<file path="config.mk">
export PLATFORM = sky130hd
export DESIGN_NAME = mux_sel_arbiter_flat
export DESIGN_NICKNAME = d
export VERILOG_FILES = /design/src/rtl/mux_sel_arbiter_if.sv /design/src/rtl/mux_sel_arbiter.sv /design/src/flat_wrapper.sv
export SDC_FILE = /design/constraint.sdc
export NUM_CORES = 1
export LEC_CHECK = 0
export ABC_AREA = 1
export CORE_AREA = 4 4 41 43
export CTS_CLUSTER_DIAMETER = 120
export DETAILED_ROUTE_END_ITERATION = 8
export DIE_AREA = 0 0 45 47
export DONT_BUFFER_PORTS = 1
export PLACE_DENSITY = 0.74
export SLEW_MARGIN = 20
export SYNTH_ARGS = -nofsm -noshare
export SYNTH_HDL_FRONTEND = slang
export SYNTH_SLANG_ARGS = --single-unit
</file>
<file path="constraint.sdc">
create_clock -name clk -period 2.5 [get_ports clk]
set_input_delay 0.5 -clock clk [delete_from_list [all_inputs] [get_ports clk]]
set_output_delay 0.5 -clock clk [all_outputs]
set_load 0.005 [all_outputs]
</file>
<file path="src/rtl/mux_sel_arbiter_if.sv">
// rtl/mux_sel_arbiter_if.sv - handshake bundle between sources A/B, the burst arbiter and the downstream Y port
//
// Purpose: groups the source handshakes, the mux select, the downstream
// handshake and the error flag so the arbiter and its neighbours share one port.
// Signals:
//   a_valid/a_last/a_ready   source A handshake (a_ready driven by arbiter)
//   b_valid/b_last/b_ready   source B handshake (b_ready driven by arbiter)
//   sel                      registered mux select, 0 = A, 1 = B
//   y_valid/y_ready          mux output handshake (y_valid driven by arbiter)
//   err_clr/burst_err        clear request and sticky over-length flag
// Modports: slave = arbiter side, master = sources/downstream side.

interface mux_sel_arbiter_if;
    logic a_valid;
    logic a_last;
    logic a_ready;
    logic b_valid;
    logic b_last;
    logic b_ready;
    logic sel;
    logic y_valid;
    logic y_ready;
    logic err_clr;
    logic burst_err;

    modport slave (
        input  a_valid, a_last, b_valid, b_last, y_ready, err_clr,
        output a_ready, b_ready, sel, y_valid, burst_err
    );

    modport master (
        output a_valid, a_last, b_valid, b_last, y_ready, err_clr,
        input  a_ready, b_ready, sel, y_valid, burst_err
    );
endinterface

</file>
<file path="src/rtl/mux_sel_arbiter.sv">
// rtl/mux_sel_arbiter.sv - round-robin burst arbiter driving the select of a 16-bit 2:1 mux
//
// Purpose: grants source A or B for a whole burst (ended by *_last), alternates
// between sources at burst boundaries, and flags bursts longer than MAX_BURST.
// Ports:
//   clk     clock, all state on rising edge
//   rst_n   asynchronous active-low reset
//   bus     mux_sel_arbiter_if.slave: a_*/b_* source handshakes, sel,
//           y_valid/y_ready downstream handshake, err_clr, burst_err

module mux_sel_arbiter #(
    parameter int unsigned MAX_BURST    = 16,
    parameter bit          PRIO_A_FIRST = 1'b1
) (
    input  logic              clk,
    input  logic              rst_n,
    mux_sel_arbiter_if.slave  bus
);

    localparam int unsigned      CNT_W   = $clog2(MAX_BURST + 1);
    localparam logic [CNT_W-1:0] CNT_MAX = CNT_W'(MAX_BURST);
    localparam logic [CNT_W-1:0] CNT_ERR = CNT_W'(MAX_BURST - 1);
    localparam logic [CNT_W-1:0] CNT_ONE = CNT_W'(1);

    // last_grant encoding: 0 = A, 1 = B. Seeding it with B makes A win the
    // first contention, and vice versa.
    localparam logic LAST_GRANT_RST = PRIO_A_FIRST ? 1'b1 : 1'b0;

    typedef enum logic [1:0] {
        IDLE  = 2'd0,
        GNT_A = 2'd1,
        GNT_B = 2'd2
    } state_t;

    state_t           state_q, state_d;
    logic             sel_q, sel_d;
    logic             last_grant_q, last_grant_d;
    logic             burst_err_q, burst_err_d;
    logic [CNT_W-1:0] beat_cnt_q, beat_cnt_d;

    logic xfer;
    logic cur_last;
    logic other_valid;
    logic err_set;

    always_ff @(posedge clk or negedge rst_n) begin
        if (!rst_n) begin
            state_q      <= IDLE;
            sel_q        <= 1'b0;
            last_grant_q <= LAST_GRANT_RST;
            burst_err_q  <= 1'b0;
            beat_cnt_q   <= '0;
        end else begin
            state_q      <= state_d;
            sel_q        <= sel_d;
            last_grant_q <= last_grant_d;
            burst_err_q  <= burst_err_d;
            beat_cnt_q   <= beat_cnt_d;
        end
    end

    always_comb begin
        state_d      = state_q;
        sel_d        = sel_q;
        last_grant_d = last_grant_q;
        beat_cnt_d   = beat_cnt_q;
        err_set      = 1'b0;
        cur_last     = 1'b0;
        other_valid  = 1'b0;
        bus.y_valid  = 1'b0;
        bus.a_ready  = 1'b0;
        bus.b_ready  = 1'b0;

        case (state_q)
            IDLE: begin
                if (bus.a_valid && bus.b_valid) begin
                    // Contention: the source that did not own the last burst wins.
                    state_d = last_grant_q ? GNT_A : GNT_B;
                end else if (bus.a_valid) begin
                    state_d = GNT_A;
                end else if (bus.b_valid) begin
                    state_d = GNT_B;
                end
            end
            GNT_A: begin
                bus.y_valid = bus.a_valid;
                bus.a_ready = bus.y_ready;
                cur_last    = bus.a_last;
                other_valid = bus.b_valid;
            end
            GNT_B: begin
                bus.y_valid = bus.b_valid;
                bus.b_ready = bus.y_ready;
                cur_last    = bus.b_last;
                other_valid = bus.a_valid;
            end
            default: state_d = IDLE;
        endcase

        xfer = bus.y_valid & bus.y_ready;

        if (xfer) begin
            if (cur_last) begin
                last_grant_d = (state_q == GNT_B);
                beat_cnt_d   = '0;
                // Hand straight over to a waiting peer; the same source must
                // re-arbitrate through IDLE so it cannot starve the other.
                if (other_valid) begin
                    state_d = (state_q == GNT_A) ? GNT_B : GNT_A;
                end else begin
                    state_d = IDLE;
                end
            end else begin
                err_set = (beat_cnt_q == CNT_ERR);
                if (beat_cnt_q != CNT_MAX) begin
                    beat_cnt_d = beat_cnt_q + CNT_ONE;
                end
            end
        end

        // The select only moves on entry to a grant; within a burst the
        // target state equals the current one, so sel cannot toggle.
        if (state_d == GNT_A) begin
            sel_d = 1'b0;
        end else if (state_d == GNT_B) begin
            sel_d = 1'b1;
        end

        // A new violation outranks a simultaneous clear.
        burst_err_d = err_set | (burst_err_q & ~bus.err_clr);
    end

    assign bus.sel       = sel_q;
    assign bus.burst_err = burst_err_q;

endmodule

</file>
<file path="src/flat_wrapper.sv">
// flat-port wrapper written by rule: the top's interface ports become plain ports
module mux_sel_arbiter_flat 
#(
    parameter int unsigned MAX_BURST    = 16,
    parameter bit          PRIO_A_FIRST = 1'b1
)
  (clk, rst_n, bus_a_valid, bus_a_last, bus_b_valid, bus_b_last, bus_y_ready, bus_err_clr, bus_a_ready, bus_b_ready, bus_sel, bus_y_valid, bus_burst_err);
  mux_sel_arbiter_if bus_i ();
  input  logic clk;
  input  logic rst_n;
  input wire logic [$bits(bus_i.a_valid)-1:0] bus_a_valid;
  input wire logic [$bits(bus_i.a_last)-1:0] bus_a_last;
  input wire logic [$bits(bus_i.b_valid)-1:0] bus_b_valid;
  input wire logic [$bits(bus_i.b_last)-1:0] bus_b_last;
  input wire logic [$bits(bus_i.y_ready)-1:0] bus_y_ready;
  input wire logic [$bits(bus_i.err_clr)-1:0] bus_err_clr;
  output wire logic [$bits(bus_i.a_ready)-1:0] bus_a_ready;
  output wire logic [$bits(bus_i.b_ready)-1:0] bus_b_ready;
  output wire logic [$bits(bus_i.sel)-1:0] bus_sel;
  output wire logic [$bits(bus_i.y_valid)-1:0] bus_y_valid;
  output wire logic [$bits(bus_i.burst_err)-1:0] bus_burst_err;
  assign bus_i.a_valid = bus_a_valid;
  assign bus_i.a_last = bus_a_last;
  assign bus_i.b_valid = bus_b_valid;
  assign bus_i.b_last = bus_b_last;
  assign bus_i.y_ready = bus_y_ready;
  assign bus_i.err_clr = bus_err_clr;
  assign bus_a_ready = bus_i.a_ready;
  assign bus_b_ready = bus_i.b_ready;
  assign bus_sel = bus_i.sel;
  assign bus_y_valid = bus_i.y_valid;
  assign bus_burst_err = bus_i.burst_err;
  mux_sel_arbiter #(.MAX_BURST(MAX_BURST), .PRIO_A_FIRST(PRIO_A_FIRST)) u_core (.clk(clk), .rst_n(rst_n), .bus(bus_i));
endmodule
</file>
* Word-level counts from Yosys, hierarchy flattened
Cells that the tools add are included.
** Storage, ports and cells
- Flip-flop bits (word level) :: 10
- Output and inout port bits :: 5
** Operators by class
- $add $sub $neg :: 1
- Equal/unequal tests :: 6
- Mux-type cells :: 20
- Bitwise logic cells :: 4
- Reductions and logical operators :: 7
** Operators by type and width (count)
- $mux W2 :: 8
- $mux W5 :: 2
- $mux W1 :: 6
- $pmux W1 S2 :: 3
- $add A5 B1 Y5 const B :: 1
- $eq A5 B4 Y1 const B :: 1
- $ne A5 B5 Y1 const B :: 1
- $eq A2 B1 Y1 const B :: 2
- $eq A2 B2 Y1 const B :: 2
- $pmux W2 S2 :: 1
- $reduce_and A2 Y1 :: 2
- $reduce_bool A2 Y1 :: 2
- $and A1 B1 Y1 :: 2
- $logic_not A2 Y1 :: 1
- $reduce_or A2 Y1 :: 1
- $logic_and A1 B1 Y1 :: 1
- $not A1 Y1 :: 1
- $or A1 B1 Y1 :: 1

* Depth between registers and ports, before layout
- Depth in word-level cells :: 9
- Gate-level depth with buffers :: 12
- Gate-level depth less buffers :: 12

* Worst setup path after synthesis
Ideal clock, no wire load.
- Kind :: reg-to-reg
- From :: register u_core.state_q[0]
- To :: register u_core.sel_q (netlist: u_core.bus.sel)
- Setup time :: 0.126 ns
- Arrival :: 1.585 ns
- Slack :: 0.789 ns
- Cell stages (with the launch flop) :: 11
- Buffers on the path :: 0
- Path through :: dfrtp_1 > inv_1 > ha_1 > nand2_1 > inv_1 > nand2_1 > nor2_1 > nor2_1 > ha_1 > nand2_1 > o21ai_0
** On the way
- Longest elaborated chain between the ends :: 8
- Elaborated cells between the ends (all ways) :: 20
** Ends and longest elaborated chain
- from (decl) :: line mux_sel_arbiter.sv:35 : state_t state_q, state_d;
- from (signal assigned) :: line mux_sel_arbiter.sv:54 : state_q <= state_d;
- $mux W2 :: line mux_sel_arbiter.sv:81 : end else if (bus.b_valid) begin
- $mux W2 :: line mux_sel_arbiter.sv:79 : end else if (bus.a_valid) begin
- $mux W2 :: line mux_sel_arbiter.sv:76 : if (bus.a_valid && bus.b_valid) begin
- $pmux W2 S2 :: line mux_sel_arbiter.sv:74 : case (state_q)
- $mux W2 :: line mux_sel_arbiter.sv:103 : if (cur_last) begin
- $mux W2 * :: line mux_sel_arbiter.sv:102 : if (xfer) begin
- $eq A2 B1 Y1 or $eq A2 B2 Y1 (tied branches) :: line mux_sel_arbiter.sv:123, mux_sel_arbiter.sv:125
- $mux W1 or $reduce_bool A2 Y1 (tied branches)
- to (signal assigned) :: line mux_sel_arbiter.sv:55 : sel_q <= sel_d;
- to (decl) :: line mux_sel_arbiter.sv:36 : logic sel_q, sel_d;
Mark *: on every way between the ends. The rest lies on a longest branch, timed or not.
A chain may end at the register's enable or synchronous reset.

* Worst setup path after layout
Same ends and word-level chain as after synthesis.

==> key figures <==
Clock network
  – Reg clk slew, reported paths: around 0.06 ns
  – # clock sinks: 10
  – Clock Tree Buf Depth: 2
  – # Post-CTS Setup Buffers: 0
  – CTS Hold Bufs: 1
  – Resize count post-CTS: 0
  – Htree depth: 1
  – Clock latency on the worst-skew pair: between 0.2 and 0.3 ns
  – CTS root buf: clkbuf_4
  – TritonCTS clock tree: done
  – CTS buffer count: 3

Yosys
  – Post-Synth Adder-Cell Area: between 10% and 20%
  – Syn. warnings: 0
  – Most frequent cell after synthesis: nand2_1
  – Main flop type after synthesis: dfrtp_1
  – Post-synth top area cell: dfrtp_1
  – EDFF count, synth: 0
  – Largest family of logic cells by synthesized area: simple AND/OR/NAND/NOR gates
  – Post-synthesis mux area share: 0%
  – Top cells by area, synth: dfrtp_1 (30%), nand2_1 (22%), ha_1 (11%)
  – Synth Area in XOR/XNOR: 1.15%
  – Gate Count Post-Synth: 109
  – Seq/Total Area, Yosys: about 33%
  – Ys async rst share: between 90% and 100%
  – Synth Area in Compound Gates: 4.75%
  – Simple-gate share of the synthesized area: roughly 41%
  – Seq cells post-synth: 10
  – Synth cell count leaders: nand2_1 (44), inv_1 (17), nor2_1 (10)
  – Syn_nets: about 120
  – Synth top area share: around 30%
  – Netlist cell types: 17
  – Synth Area per Inst: 7.00 um^2
  – Mapped Area: 763 um^2

Placed design
  – Port bufs: 0
  – Gpl congestion: around 0.79
  – Dpl cells: 124
  – Dpl hpwl: about 1200 um

Global routing
  – Grt met3 use: under 10%
  – Total grt overflow: 0
  – Grt peak-use layer: met2
  – GRT Total Usage: 17.0%
  – GR Util met2: between 20 and 30%
  – Pin count of the biggest net entering global routing: 10
  – Initial antenna violation count: 0
  – Vias in the first global route: approximately 620
  – First-pass GRT wire length: 2530 um
  – Grt met1 use: 19.2%

Power
  – Peak supply drop: ~680 uV
  – Leak pwr: roughly 0.00045 uW
  – Pwr Density: roughly 1100 nW/um^2

Layout
  – Final net count: 130
  – Share of cells above drive strength 1: between 10% and 20%
  – Area growth syn-to-layout: 8.52%
  – Diode count: 0
  – Final std cells w/o fill: around 130
  – FILL cells: between 100 and 150

STA
  – Final period utilization: roughly 76%
  – RSZ-0062 raised after global routing: false
  – Clk_skew: ~0.0045 ns
  – Hold Violations, Final: 0
  – Fin. max-slew vios: 0
  – Peak Freq: about 530 MHz
  – Final setup viols: 0
  – Max_slew headroom: 70.2%
  – Setup TNS: 0 ns
  – Final min period: approximately 1.9 ns
  – Worst slew pin tran: 0.446 ns

Floorplan
  – Chip Height: between 40 and 50 um
  – CORE AREA: about 1300 um^2
  – Ports: 13
  – Rows: 13
  – Initial Util: 58.7%
  – Die width: around 45 um
  – Die area: 2120 um^2

Critical path
  – CP max FO: 5
  – Critical path type: reg -> reg
  – Arrival time worst endpoint: about 2.1 ns
  – Cells along the critical path: inv_1 -> ha_1 -> nand2_1 -> inv_1 -> nand2_1 -> nor2_1 -> nor2_1 -> ha_1 -> nand2_1 -> o21ai_0
  – WP depth: 10
  – Buf/Inv on CP: 2
  – R2R depth: 10
  – Cell family with most CP delay: adder cells
  – Worst Setup SP: u_core.state_q[0]$_DFF_PN0_
  – Critical path endpoint category: flip-flop
  – CP most frequent cell: nand2_1
  – Critical-path top delay cell: ha_1
  – CP Launch Type: flip-flop
  – Worst path max stage delay: ~0.45 ns
  – Critical path required time: ~2.7 ns
  – RR Startpoint: u_core.state_q[0]$_DFF_PN0_

Drt
  – TritonRoute pass-1 iters: 4
  – DR vias: 647
  – Wirelength, routed: ~1500 um
  – Initial DRC count: 14
  – Routed Antenna Nets: 0
  – Mean number of vias per cell: between 5 and 6
  – DR DRC count: 0
  – Per-cell routed wire length: 11.6 um

Status
  – Status: finished, final reports clean

Min path
  – Worst hold path type: in -> async

Run
  – Max Cap Viol: 0
[cell usage in the layout (no fill, tap or decap)]
master          n
nor2_2          1
nand3_2         1
xnor2_1         1
ha_1            7
dfrtp_1         9
nor2_4          1
nand2_2         3
nand2_4         1
o21ai_0         4
dlygate4sd3_1   1
dfstp_2         1
inv_1          17
a21oi_4         1
nor2_1         10
nand2_1        44
nand3_4         1
nand4_1         2
nand3_1         5
clkbuf_4        3
clkbuf_8        1
[worst register-to-register path: stages (launching register included)]
cell     delay (ns)
dfrtp_1        0.38
inv_1          0.09
ha_1           0.45
nand2_1        0.13
inv_1          0.10
nand2_1        0.05
nor2_1         0.10
nor2_1         0.06
ha_1           0.29
nand2_1        0.06
o21ai_0        0.07
[layout make-up]
cell class	count	area (um^2)	area share, %
clock buffer	4	36.3	4.38
inverter	17	63.8	7.70
multi-input combinational	82	448	54.1
sequential	10	251	30.4
tap	15	18.8	2.27
timing repair buffer	1	10.0	1.21
[logic make-up (layout without fill, tap and decap cells)]
kind of cell    count (synthesis)  count (layout)
flops                          10              10
fa+ha+maj                       7               7
buf+inv                        17              22
compound gates                  5               5
simple gates                   69              69
xor+xnor                        1               1
[metal layers]
| metal | up-vias | wire length [um] |
|---|---|---|
| li1 | 342 | - |
| met1 | 289 | 666 |
| met2 | 16 | 715 |
| met3 | 0 | 110 |
| met4 | 0 | 0 |
| met5 | - | 0 |
[flip-flops by register name, indices dropped and copies added (netlist names)]
| register | cells |
|---|---|
| u_core.bus.burst_err | 1 |
| u_core.bus.sel | 1 |
| u_core.state_q | 2 |
| u_core.beat_cnt_q | 5 |
| u_core.last_grant_q | 1 |
[final timing paths]
check                                                        end  slack [ns]
worst min-delay path             u_core.last_grant_q$_DFFE_PN1P_        0.07
worst max-delay path                  u_core.bus.sel$_DFFE_PN0P_        0.60
max in group asynchronous       u_core.beat_cnt_q[1]$_DFFE_PN0P_        1.58
min in group clk                  u_core.bus.burst_err$_DFF_PN0_        0.34
worst min register to register   u_core.last_grant_q$_DFFE_PN1P_        0.52
worst max register to register        u_core.bus.sel$_DFFE_PN0P_        0.60
[metrics by stage]
stage	util, %	cell area, um^2	total power [uW]	setup WS, ns	hold WS [ns]
final	63.7	828	889	0.599	0.0709
after global routing	63.7	828	986	0.426	0.0430
after CTS	63.7	828	894	0.621	0.0558
after detailed placement	60.1	782	740	0.615	0.205
after global placement	60.1	782	722	0.675	0.205
after floorplan	-	763	657	0.789	0.204
[report_power, final]
part | switching [uW] | internal (uW) | total [uW]
sequential | 55.1 | 225 | 280
clock | 58.8 | 88.5 | 147
combinational | 298 | 164 | 462
(Power assumes the default switching activity.)
